`config.mk`:
```
export PLATFORM = sky130hd
export DESIGN_NAME = vec_issue_seq_flat
export DESIGN_NICKNAME = d
export VERILOG_FILES = /design/src/rtl/vec_issue_seq_if.sv /design/src/rtl/vec_issue_seq.sv /design/src/flat_wrapper.sv
export SDC_FILE = /design/constraint.sdc
export NUM_CORES = 1
export LEC_CHECK = 0
export ABC_CLOCK_PERIOD_IN_PS = 3300
export CORE_UTILIZATION = 30
export CTS_BUF_LIST = sky130_fd_sc_hd__clkbuf_8 sky130_fd_sc_hd__clkbuf_16
export CTS_CLUSTER_SIZE = 14
export DETAILED_ROUTE_END_ITERATION = 16
export PLACE_DENSITY_LB_ADDON = 0.08
export SETUP_SLACK_MARGIN = 0.02
export SYNTH_ARGS = -nofsm -noshare
export SYNTH_HDL_FRONTEND = slang
export SYNTH_SLANG_ARGS = --single-unit
```
`constraint.sdc`:
```
create_clock -name clk -period 3.3 [get_ports clk]
set_input_delay 0.66 -clock clk [delete_from_list [all_inputs] [get_ports clk]]
set_output_delay 0.66 -clock clk [all_outputs]
set_load 0.05 [all_outputs]
```
`src/rtl/vec_issue_seq_if.sv`:
```
// Bundle for vec_issue_seq: decode-side op handshake plus the four-lane beat bus.
// The sequencer connects through the slave modport; the decode/lane environment uses master.
interface vec_issue_seq_if;
    logic         in_valid;
    logic         in_ready;
    logic [2:0]   in_op;
    logic [3:0]   in_rt;
    logic [255:0] in_va;
    logic [255:0] in_vb;
    logic [4:0]   in_vl;

    logic [3:0]   lane_valid;
    logic         lane_ready;
    logic [2:0]   lane_op;
    logic [3:0]   lane_rt;
    logic [1:0]   lane_beat;
    logic [63:0]  lane_a;
    logic [63:0]  lane_b;
    logic         lane_last;

    modport slave (
        input  in_valid, in_op, in_rt, in_va, in_vb, in_vl, lane_ready,
        output in_ready, lane_valid, lane_op, lane_rt, lane_beat, lane_a, lane_b, lane_last
    );

    modport master (
        output in_valid, in_op, in_rt, in_va, in_vb, in_vl, lane_ready,
        input  in_ready, lane_valid, lane_op, lane_rt, lane_beat, lane_a, lane_b, lane_last
    );
endinterface

```
`src/rtl/vec_issue_seq.sv`:
```
// Vector issue sequencer: splits a 16-element op into 4-element beats for four lanes.
// Optional macro VEC_VL_EN enables length-controlled issue from in_vl.
module vec_issue_seq (
    input  logic           clk,
    input  logic           rst_n,
    input  logic           flush,
    vec_issue_seq_if.slave bus
);
    typedef enum logic {IDLE, ISSUE} state_t;

    state_t         state_q, state_d;
    logic [1:0]     k_q, k_d;
    logic [4:0]     vl_q, vl_d;
    logic [255:0]   va_q, va_d;
    logic [255:0]   vb_q, vb_d;
    logic [2:0]     lane_op_q, lane_op_d;
    logic [3:0]     lane_rt_q, lane_rt_d;
    logic [1:0]     lane_beat_q, lane_beat_d;
    logic [3:0]     lane_valid_q, lane_valid_d;
    logic           lane_last_q, lane_last_d;
    logic [63:0]    lane_a_q, lane_a_d;
    logic [63:0]    lane_b_q, lane_b_d;

    logic [4:0]     in_vl_eff;
    logic           accept;

    function automatic logic [3:0] beat_mask(input logic [1:0] k, input logic [4:0] vl);
        logic [3:0] m;
        for (int i = 0; i < 4; i++) begin
            m[i] = (({1'b0, k, 2'b00} + 5'(i)) < vl);
        end
        return m;
    endfunction

    // Index of the final beat; only meaningful for vl >= 1.
    function automatic logic [1:0] last_beat(input logic [4:0] vl);
        return 2'((vl - 5'd1) >> 2);
    endfunction

    function automatic logic [63:0] slice64(input logic [255:0] v, input logic [1:0] k);
        return v[{k, 6'd0} +: 64];
    endfunction

    always_comb begin
`ifdef VEC_VL_EN
        in_vl_eff = (bus.in_vl > 5'd16) ? 5'd16 : bus.in_vl;
`else
        // Length input is deliberately ignored: every op is a full 16 elements.
        in_vl_eff = 5'd16 | (bus.in_vl & 5'd0);
`endif
    end

    assign bus.in_ready = rst_n && !flush &&
                          ((state_q == IDLE) || (state_q == ISSUE && lane_last_q && bus.lane_ready));
    assign accept       = bus.in_valid && bus.in_ready;

    always_comb begin
        state_d      = state_q;
        k_d          = k_q;
        vl_d         = vl_q;
        va_d         = va_q;
        vb_d         = vb_q;
        lane_op_d    = lane_op_q;
        lane_rt_d    = lane_rt_q;
        lane_beat_d  = lane_beat_q;
        lane_valid_d = lane_valid_q;
        lane_last_d  = lane_last_q;
        lane_a_d     = lane_a_q;
        lane_b_d     = lane_b_q;

        if (flush) begin
            state_d      = IDLE;
            k_d          = 2'd0;
            lane_valid_d = 4'd0;
            lane_last_d  = 1'b0;
        end else begin
            if (state_q == ISSUE && bus.lane_ready) begin
                if (lane_last_q) begin
                    state_d      = IDLE;
                    k_d          = 2'd0;
                    lane_valid_d = 4'd0;
                    lane_last_d  = 1'b0;
                end else begin
                    k_d          = k_q + 2'd1;
                    lane_beat_d  = k_d;
                    lane_valid_d = beat_mask(k_d, vl_q);
                    lane_last_d  = (k_d == last_beat(vl_q));
                    lane_a_d     = slice64(va_q, k_d);
                    lane_b_d     = slice64(vb_q, k_d);
                end
            end

            // An accept on the final beat overrides the return to IDLE (no bubble).
            if (accept) begin
                va_d = bus.in_va;
                vb_d = bus.in_vb;
                vl_d = in_vl_eff;
                k_d  = 2'd0;
                if (in_vl_eff == 5'd0) begin
                    state_d      = IDLE;
                    lane_valid_d = 4'd0;
                    lane_last_d  = 1'b0;
                end else begin
                    state_d      = ISSUE;
                    lane_op_d    = bus.in_op;
                    lane_rt_d    = bus.in_rt;
                    lane_beat_d  = 2'd0;
                    lane_valid_d = beat_mask(2'd0, in_vl_eff);
                    lane_last_d  = (last_beat(in_vl_eff) == 2'd0);
                    lane_a_d     = bus.in_va[63:0];
                    lane_b_d     = bus.in_vb[63:0];
                end
            end
        end
    end

    always_ff @(posedge clk) begin
        if (!rst_n) begin
            state_q      <= IDLE;
            k_q          <= 2'd0;
            vl_q         <= 5'd0;
            va_q         <= '0;
            vb_q         <= '0;
            lane_op_q    <= 3'd0;
            lane_rt_q    <= 4'd0;
            lane_beat_q  <= 2'd0;
            lane_valid_q <= 4'd0;
            lane_last_q  <= 1'b0;
            lane_a_q     <= 64'd0;
            lane_b_q     <= 64'd0;
        end else begin
            state_q      <= state_d;
            k_q          <= k_d;
            vl_q         <= vl_d;
            va_q         <= va_d;
            vb_q         <= vb_d;
            lane_op_q    <= lane_op_d;
            lane_rt_q    <= lane_rt_d;
            lane_beat_q  <= lane_beat_d;
            lane_valid_q <= lane_valid_d;
            lane_last_q  <= lane_last_d;
            lane_a_q     <= lane_a_d;
            lane_b_q     <= lane_b_d;
        end
    end

    assign bus.lane_valid = lane_valid_q;
    assign bus.lane_last  = lane_last_q;
    assign bus.lane_op    = lane_op_q;
    assign bus.lane_rt    = lane_rt_q;
    assign bus.lane_beat  = lane_beat_q;
    assign bus.lane_a     = lane_a_q;
    assign bus.lane_b     = lane_b_q;
endmodule

```
`src/flat_wrapper.sv`:
```
// flat-port wrapper written by rule: the top's interface ports become plain ports
module vec_issue_seq_flat 
  (clk, rst_n, flush, bus_in_valid, bus_in_op, bus_in_rt, bus_in_va, bus_in_vb, bus_in_vl, bus_lane_ready, bus_in_ready, bus_lane_valid, bus_lane_op, bus_lane_rt, bus_lane_beat, bus_lane_a, bus_lane_b, bus_lane_last);
  vec_issue_seq_if bus_i ();
  input  logic clk;
  input  logic rst_n;
  input  logic flush;
  input wire logic [$bits(bus_i.in_valid)-1:0] bus_in_valid;
  input wire logic [$bits(bus_i.in_op)-1:0] bus_in_op;
  input wire logic [$bits(bus_i.in_rt)-1:0] bus_in_rt;
  input wire logic [$bits(bus_i.in_va)-1:0] bus_in_va;
  input wire logic [$bits(bus_i.in_vb)-1:0] bus_in_vb;
  input wire logic [$bits(bus_i.in_vl)-1:0] bus_in_vl;
  input wire logic [$bits(bus_i.lane_ready)-1:0] bus_lane_ready;
  output wire logic [$bits(bus_i.in_ready)-1:0] bus_in_ready;
  output wire logic [$bits(bus_i.lane_valid)-1:0] bus_lane_valid;
  output wire logic [$bits(bus_i.lane_op)-1:0] bus_lane_op;
  output wire logic [$bits(bus_i.lane_rt)-1:0] bus_lane_rt;
  output wire logic [$bits(bus_i.lane_beat)-1:0] bus_lane_beat;
  output wire logic [$bits(bus_i.lane_a)-1:0] bus_lane_a;
  output wire logic [$bits(bus_i.lane_b)-1:0] bus_lane_b;
  output wire logic [$bits(bus_i.lane_last)-1:0] bus_lane_last;
  assign bus_i.in_valid = bus_in_valid;
  assign bus_i.in_op = bus_in_op;
  assign bus_i.in_rt = bus_in_rt;
  assign bus_i.in_va = bus_in_va;
  assign bus_i.in_vb = bus_in_vb;
  assign bus_i.in_vl = bus_in_vl;
  assign bus_i.lane_ready = bus_lane_ready;
  assign bus_in_ready = bus_i.in_ready;
  assign bus_lane_valid = bus_i.lane_valid;
  assign bus_lane_op = bus_i.lane_op;
  assign bus_lane_rt = bus_i.lane_rt;
  assign bus_lane_beat = bus_i.lane_beat;
  assign bus_lane_a = bus_i.lane_a;
  assign bus_lane_b = bus_i.lane_b;
  assign bus_lane_last = bus_i.lane_last;
  vec_issue_seq u_core (.clk(clk), .rst_n(rst_n), .flush(flush), .bus(bus_i));
endmodule
```
==> reports/metrics.csv <==
stage;metric;value;unit
floorplanning;pin_count;672;
global_route;overflow;0;
final_layout;drive_gt1_share;8.62;%
clock_network;clock-sinks;655;
placement;placed_area;34800;um^2
sta;post-route-period-util;86.2;%
synth;synth_edf_count;0;
synth;synth_area_per_cell;9.00;um^2
synth;ys_seq_area_share;48.2;%
floorplanning;die_w;303;um
placement;place.gp.congestion;0.792;
floorplanning;rows;110;
setup_path;worstPathCellList;clkdlybuf4s50_1;
sta;skew;0.0281;ns
clock_network;cts_max_path_buffers;3;
clock_network;cts_buffers;79;
placement;io_buffers;666;
clock_network;cts_hold_buf;0;
sta;max_freq;351;MHz
synth;synthArstFlopShare;0;%
floorplanning;initial_core_util;30.3;%
global_route;grt_pass1_vias;23500;
placement;hpwl;62.4;mm
clock_network;htree_levels;3;
setup_path;cp.required;2.64;ns
synth;synth.distinct_cells;29;
synth;synth_area_leader_cell;dfxtp_1;
global_route;grt_pass1_wl;137;mm
clock_network;cts-root-buf;clkbuf_16;
power;p_leak;12.7;nW
sta;setup-tns-final;0;ns
power;finalPower;19.1;mW
sta;final_hold_viol_count;0;
synth;synth_area_leaders;dfxtp_1, nand2_1, a21boi_0;
clock_network;clkSlewWorstSetupHoldPaths;0.06;ns
sta;slew_headroom;41.0;%
synth;yosysMostFrequentCell;nand2_1;
global_route;antenna_found_initial;35;
clock_network;cts_tree;done;
synth;synthCells;3021;
final_layout;area_growth_syn_to_layout;37.7;%
floorplanning;die_area;91900;um^2
setup_path;cp_slowest_cell;clkdlybuf4s50_1;
setup_path;worstPathArrival;2.19;ns
detailed_routing;wirelength;91.1;mm
synth;ys_ff_latch;655;
setup_path;crit_type;flip-flop to output port;
sta;setup_ws;0.454;ns
clock_network;cts_setup_buffers;0;
sta;tightest_slew;0.885;ns
min_path;hp-class;primary input to flip-flop;
setup_path;critPathMaxFanout;11;
synth;synth_nets;3551;
detailed_routing;drt_iter0_drc;1208;
final_layout;multi_input_comb_area;12900;um^2
detailed_routing;drt-pass1-iter-count;4;
detailed_routing;drc;0;
status;status;complete, no violations;
final_layout;regArea;13100;um^2
run;cap_violations;0;
placement;place_worst_setup_slack;0.471;ns
synth;syn-cell-area;27200;um^2
clock_network;clk_latency;0.62;ns
sta;period_needed;2.85;ns
detailed_routing;ant_nets;0;
detailed_routing;vias;23200;
detailed_routing;viasPerCell;4.81;
clock_network;post_cts_resize_count;0;
setup_path;crit_family;buffers and inverters;
setup_path;critPathBufInv;1;
floorplanning;die_y;303;um
synth;yosysWarnings;0;
final_layout;fin_cells;4811;
final_layout;final_area;37500;um^2
placement;place_inst;4650;
detailed_routing;wl_per_cell;18.9;um
synth;synth_flop_cell;dfxtp_1;
setup_path;startpoint_type;flip-flop;
final_layout;nFillCells;9013;
global_route;track_usage;19.3;%
global_route;grt_max_degree;165;
sta;finalSetupViolCount;0;
min_path;min_from;rst_n;
power;p_per_area;511;nW/um^2
synth;synthTopCellsByCount;nand2_1, dfxtp_1, a21boi_0;
synth;yosysTopAreaCellShare;48.2;%
power;peakVddDrop;337;uV
final_layout;nets;4085;
setup_path;cpPeakStageDelay;1.02;ns
setup_path;timing.rr.start;u_core.k_q[0];
sta;rsz0062_at_grt;false;
setup_path;end_kind;output port;
sta;slew_viol_final;0;
floorplanning;core_area;89900;um^2
setup_path;startpoint;u_core.bus.lane_last;
[where the power goes]
group          internal [mW]  switching (mW)  total [mW]
Sequential              8.22           0.157        8.37
Clock                   4.96            3.55        8.50
Combinational           1.12            1.15        2.26
[flip-flops by register name (all words and copies together) (netlist names), 2 cells and up]
register              count
u_core.va_q             256
u_core.vb_q             256
u_core.bus.lane_a        64
u_core.bus.lane_b        64
u_core.bus.lane_rt        4
u_core.bus.lane_op        3
u_core.bus.lane_beat      2
u_core.k_q                2
[cells in the final DEF (no fill, tap or decap), types with 20 or more instances in the layout]
cell / instances
o21ai_0: 112
clkbuf_8: 20
buf_12: 29
nand2_1: 1168
a21boi_0: 511
clkdlybuf4s50_1: 664
mux4_2: 128
buf_4: 21
dfxtp_1: 654
clkbuf_16: 80
inv_1: 20
a31oi_1: 128
[worst register-to-register path, cell delays in order (launching register included)]
cell and delay, ns:
dfxtp_4 0.34, buf_4 0.35, buf_4 0.65, mux4_2 0.63
nand2_1 0.10, a31oi_1 0.08
[per-layer routing]
layer	up-vias	GRT usage, %	part of all wire (%)
met2	466	33.8	51
met5	-	0	0.24
li1	11400	-	-
met1	11100	22.4	40
met4	34	6.74	2.7
met3	156	5.11	6.1
[final cells by class]
type	instances	share of cell area [%]
inverters	2	0.0200
repair buffers	715	19.8
clock buffers	100	6.08
multi-input cells	2102	34.3
well taps	1176	3.93
diodes	17	0.114
clock inverters	44	0.765
flip-flops and latches	655	35.0
[metrics by stage]
stage	hold WS [ns]	utilization (%)
global placement	0.440	38.8
global route	0.412	41.7
CTS	0.393	41.6
floorplan	0.432	-
detailed placement	0.445	38.8
finish	0.430	41.7
[logic make-up after synthesis]
| logic type | share of synthesized area [%] |
|---|---|
| flip-flops | 48.2 |
| AND/OR/NAND/NOR | 16.5 |
| multiplexers | 10.6 |
| AO/OA/AOI/OAI | 20.0 |
| adder cells (fa/ha/maj) | 0.0460 |
| buffers and inverters | 4.65 |
[worst paths after layout]
path                                 to  slack, ns  cells past startpoint
setup / recovery          bus_lane_last       0.45                      1
hold / removal    u_core.bus.lane_b[58]       0.43                      3
setup reg to reg  u_core.bus.lane_a[24]       1.02                      5
hold reg to reg         u_core.va_q[15]       0.45                      2
Note: power is estimated with default switching activity, not from simulation.
